<file path="src/rtl/pc_fetch_seq.sv">
// Program-counter and instruction-fetch sequencer: drives imem, publishes PC+1, takes branch redirects.
// Optional FETCH_CNT_EN adds a saturating count of valid-fetch cycles on fetch_cnt.
module pc_fetch_seq #(
    parameter int unsigned       ADDR_W   = 10,
    parameter logic [ADDR_W-1:0] RESET_PC = '0
) (
    input  logic              clk,
    input  logic              rst_n,
    input  logic              run,
    input  logic              stall,
    input  logic              halt,
    input  logic              br_taken,
    input  logic [ADDR_W-1:0] br_target,
    input  logic              imem_gnt,
    output logic [ADDR_W-1:0] imem_addr,
    output logic              imem_req,
    output logic [ADDR_W-1:0] ins_inc_addr,
    output logic              ins_valid,
    output logic              flush
`ifdef FETCH_CNT_EN
    ,
    output logic [15:0]       fetch_cnt
`endif
);

    typedef enum logic [1:0] {
        IDLE     = 2'd0,
        FETCH    = 2'd1,
        REDIRECT = 2'd2,
        HALTED   = 2'd3
    } state_t;

    state_t            state_q, state_d;
    logic [ADDR_W-1:0] pc_q, pc_d;
    logic              valid_d;
    logic              flush_d;

    // The request comes straight from state, so an async reset drops it without a clock.
    assign imem_req     = (state_q == FETCH);
    assign imem_addr    = pc_q;
    assign ins_inc_addr = pc_q + ADDR_W'(1);

    // NOTE: every always_comb output gets a default first so no path leaves it unassigned (no latch).
    always_comb begin
        state_d = state_q;
        pc_d    = pc_q;
        valid_d = 1'b0;
        flush_d = 1'b0;

        if (halt) begin
            state_d = HALTED;
        end else begin
            unique case (state_q)
                IDLE: begin
                    if (run) state_d = FETCH;
                end
                FETCH, REDIRECT: begin
                    if (br_taken) begin
                        pc_d    = br_target;
                        flush_d = 1'b1;
                        state_d = REDIRECT;
                    end else if (!run) begin
                        state_d = IDLE;
                    end else if (state_q == REDIRECT) begin
                        state_d = FETCH;
                    end else if (!stall && imem_gnt) begin
                        pc_d    = ins_inc_addr;
                        valid_d = 1'b1;
                    end
                end
                HALTED: begin
                    state_d = HALTED;
                end
                default: begin
                    state_d = IDLE;
                end
            endcase
        end
    end

    // NOTE: sequential state uses non-blocking assignments so all registers sample the same edge.
    always_ff @(posedge clk or negedge rst_n) begin
        if (!rst_n) begin
            state_q   <= IDLE;
            pc_q      <= RESET_PC;
            ins_valid <= 1'b0;
            flush     <= 1'b0;
        end else begin
            state_q   <= state_d;
            pc_q      <= pc_d;
            ins_valid <= valid_d;
            flush     <= flush_d;
        end
    end

`ifdef FETCH_CNT_EN
    always_ff @(posedge clk or negedge rst_n) begin
        if (!rst_n) begin
            fetch_cnt <= 16'h0000;
        end else if (ins_valid && (fetch_cnt != 16'hFFFF)) begin
            fetch_cnt <= fetch_cnt + 16'd1;
        end
    end
`endif

endmodule

</file>
<file path="config.mk">
export PLATFORM = sky130hd
export DESIGN_NAME = pc_fetch_seq
export DESIGN_NICKNAME = d
export VERILOG_FILES = /design/src/rtl/pc_fetch_seq.sv
export SDC_FILE = /design/constraint.sdc
export NUM_CORES = 1
export LEC_CHECK = 0
export BUFFER_PORTS_ARGS = -buffer_cell sky130_fd_sc_hd__buf_2
export CAP_MARGIN = 40
export CORE_AREA = 5 5 58 60
export DETAILED_ROUTE_END_ITERATION = 8
export DIE_AREA = 0 0 63 65
export GPL_ROUTABILITY_DRIVEN = 1
export HOLD_SLACK_MARGIN = 0.12
export PLACE_DENSITY = 0.63
export SLEW_MARGIN = 20
export SYNTH_ARGS = -nofsm -noshare
export SYNTH_HDL_FRONTEND = slang
export SYNTH_SLANG_ARGS = --single-unit
export TNS_END_PERCENT = 1
</file>
<file path="constraint.sdc">
create_clock -name clk -period 1.8 [get_ports clk]
set_input_delay 0.18 -clock clk [delete_from_list [all_inputs] [get_ports clk]]
set_output_delay 0.18 -clock clk [all_outputs]
set_load 0.05 [all_outputs]
</file>
==> metrics.log <==
INFO  metric outcome = completed
INFO  metric floorplan.die_area = 4100 um2
INFO  metric synth_area_leader_cell = dfrtp_1
INFO  metric cp_data_required_time = 1.62 ns
INFO  metric total_count_of_hold_check_failures_in_the_final_report = 0
INFO  metric via_count_of_the_first_global_routing_pass = 996
INFO  metric num_io_pins = 40
INFO  metric routed_metal_1_wirelength = 1280 um
INFO  metric placement.setup.worst_slack = 0.0582 ns
INFO  metric grt_pass1_wl = 4770 um
INFO  metric slew_violations = 0
INFO  metric number_of_drc_violations_after_detailed_routing = 0
INFO  metric layout-area-overhead-vs-synth = 55.4%
INFO  metric synth_seq_area_share = 34.9%
INFO  metric timing.max_slew.rel_slack = 74.5%
INFO  metric top_reg_cell_synth = dfrtp_1
INFO  metric cpPeakStageDelay = 0.41 ns
INFO  metric grt_use_total = 14.2%
INFO  metric ys_ff_latch = 14
INFO  metric critical-path-slowest-cell = dfrtp_1
INFO  metric synth.top_cells.by_count = dfrtp_1 (14), nor2_1 (10), a21oi_1 (9), nand2_1 (8)
INFO  metric layout_min_cycle_time = 1.78 ns
INFO  metric post_route_wl = 2890 um
INFO  metric gr-total-overflow = 0
INFO  metric die_height = 65 um
INFO  metric worstHoldStart = br_target[0]
INFO  metric reg2reg_slack = 0.10 ns
INFO  metric area_share_of_the_largest_cell_type_after_synthesis = 34.9%
INFO  metric cts.root.buffer_cell = clkbuf_4
INFO  metric detailedPlacementHpwl = 2130 um
INFO  metric layout-drive-gt1-share = 52.0%
INFO  metric route.top_layer_used = met3
INFO  metric clockBufferDepth = 2
INFO  metric cpLargestDelayFamily = simple AND/OR/NAND/NOR gates
INFO  metric synth_fp_nets = 136
INFO  metric powerDensity = 1860 nW/um2
INFO  metric post-synth-top-count-cell = dfrtp_1
INFO  metric numCtsBuffers = 3
INFO  metric postSynth.asyncResetShare = 100%
INFO  metric met2_wirelength = 1440 um
INFO  metric syn_avg_cell_area = 8.80 um2
INFO  metric vias_per_inst = 5.18
INFO  metric antenna_violations_before_repair = 0
INFO  metric worst-setup-path-type = flop to output pin
INFO  metric buffer_ports.inserted = 39
INFO  metric finalCritPeriodShare = 98.8%
INFO  metric drtPass1Iterations = 4
INFO  metric clock_tree_from_tritoncts = yes
INFO  metric reg2reg_depth = 8
INFO  metric critPathBufInv = 1
INFO  metric power.ir.vdd_worst = 0.00119 V
INFO  metric worst_hold_path.endpoint = imem_addr[0]
INFO  metric first_iter_violations = 28
INFO  metric timing.clock.skew = 0.0138 ns
INFO  metric setup_viol = 0
INFO  metric reg2reg_to = imem_addr[4]
INFO  metric critical_path.cell_chain = nand4_1, nor3_4, xor2_2, buf_6
INFO  metric maxCapViolCount = 0
INFO  metric clock_latency = 0.28 ns
INFO  metric timing_worst_slew_pin_value = 0.382 ns
INFO  metric row_count = 20
INFO  metric path_clk_slew = 0.10 ns
INFO  metric floorplan.core_area = 2880 um2
INFO  metric placed_cell_area = 1310 um2
INFO  metric critical_path.endpoint_type = output pin
INFO  metric area_of_the_mapped_netlist = 1000 um2
INFO  metric route.vias.total = 1057
INFO  metric n_fill_cell = 269
INFO  metric dpl.cell_count = 186
INFO  metric nNetsFinal = 194
INFO  metric routed-wl-met3 = 175 um
INFO  metric synth_area_leaders = dfrtp_1 (35%), ha_1 (6.2%), a21oi_1 (4.5%), xor2_1 (4.4%), nor2_1 (3.7%)
INFO  metric grt_max_degree = 22
INFO  metric wire_per_inst = 14.2 um
INFO  metric final_cell_count_no_fill = 204
INFO  metric setup_slack = 0.0225 ns
INFO  metric ant_diodes = 0
INFO  metric synth-warning-count = 0
INFO  metric crit-reg2reg-launch = state_q[0]
INFO  metric globalplace.congestion = 0.777
INFO  metric cp_max_fo = 3
INFO  metric initial_core_util = 34.9%
INFO  metric power_leakage = 0.712 nW
INFO  metric ys_types = 40
INFO  metric clock_tree_sinks = 14
INFO  metric holdCritPathClass = input pin to flop
INFO  metric syn-instance-count = 114
INFO  metric fin_tns_setup = 0 ns
INFO  metric crit_path_dat = 1.60 ns
INFO  metric min_path_cells = 3
INFO  metric grt_setup_unrepaired = yes
INFO  metric setup.worst_path.start_class = flop
INFO  metric synth-edff-count = 0
INFO  metric finalInstanceArea = 1560 um2
INFO  metric total_number_of_cells_along_the_worst_setup_path = 4
INFO  metric detail-route-antenna-nets = 0
INFO  metric ctsHtreeMaxLevel = 1
INFO  metric die_width = 63 um
INFO  metric maxClockFrequency = 563 MHz
-- cell families (layout without fill, tap and decap cells) --
family,after synthesis,in the layout,share of synthesized area [%]
AO/OA/AOI/OAI,29,29,18.5
XOR/XNOR,8,8,6.98
adder cells (fa/ha/maj),5,5,6.23
buffers and inverters,13,70,5.99
flip-flops,14,14,34.9
multiplexers,2,2,2.00
AND/OR/NAND/NOR,43,43,25.4
-- metal layers --
| metal | track usage [%] | up-vias |
|---|---|---|
| met5 | 0 | - |
| met4 | 3.18 | 0 |
| met3 | 3.29 | 0 |
| met2 | 22.8 | 27 |
| met1 | 19.4 | 502 |
| li1 | - | 528 |
-- sequential cells by signal (all words and copies together) (netlist names) --
name and cells:
imem_addr 10, flush 1, ins_valid 1, state_q 2
-- how the worst max path moves through the flow --
| stage | end | startpoint | slack (ns) |
|---|---|---|---|
| 2_1_floorplan | ins_inc_addr[3] | imem_addr[2] | -0.24 |
| 3_3_place_gp | ins_inc_addr[8] | imem_addr[1] | 0.11 |
| 3_5_place_dp | ins_inc_addr[8] | imem_addr[1] | 0.06 |
| 4_1_cts | ins_inc_addr[8] | imem_addr[1] | -0.04 |
| 5_1_grt | ins_inc_addr[9] | imem_addr[3] | -0.06 |
| 6_report | ins_inc_addr[9] | imem_addr[3] | 0.02 |
-- tightest hold or removal path: cells and delay by family --
family	cells	cell delay (ns)
and+or+nand+nor	2	0.14
buffers and inverters	1	0.08
-- power by group --
group	switching, mW	total, mW	internal [mW]
Clock	0.108	0.194	0.0858
Combinational	1.39	2.08	0.686
Sequential	0.186	0.636	0.450
-- cell type report --
cell class                      instances  area [um2]  share of cell area, %
Multi-Input combinational cell         87         727                   46.6
Tap cell                               33        41.3                   2.65
Timing Repair Buffer                   60         384                   24.6
Sequential cell                        14         358                   23.0
Clock buffer                            4        26.3                   1.69
Inverter                                6        22.5                   1.44
-- layout by cell type (no fill, tap or decap), drive strengths merged, types with 3 or more instances in the layout --
master	Yosys	final
a21oi	9	9
buf	7	55
clkbuf	0	6
dfrtp	14	14
dlygate4sd3	0	3
ha	5	5
inv	6	6
nand2	8	8
nand3	7	7
nor2	10	10
nor2b	3	3
nor3	4	4
o21ai	8	8
xnor2	3	3
xor2	5	5
-- per-stage QoR --
stage | hold WS [ns] | utilization (%) | power [mW]
2_1_floorplan | -0.116 | - | 2.00
3_3_place_gp | 0.100 | 45.7 | 2.38
3_5_place_dp | 0.105 | 45.7 | 2.41
4_1_cts | 0.146 | 50.1 | 2.73
5_1_grt | 0.158 | 54.2 | 3.07
6_report | 0.141 | 54.2 | 2.91
-- repair_timing --
action | 4_1_cts | 5_1_grt
hold buffers | 3 | 0
pin swaps | 2 | 4
hold endpoints to repair | 15 | 0
setup buffers | 1 | 10
setup endpoints to repair | 6 | 10
gates resized for setup | 18 | 13
Note: power is estimated with default switching activity, not from simulation.
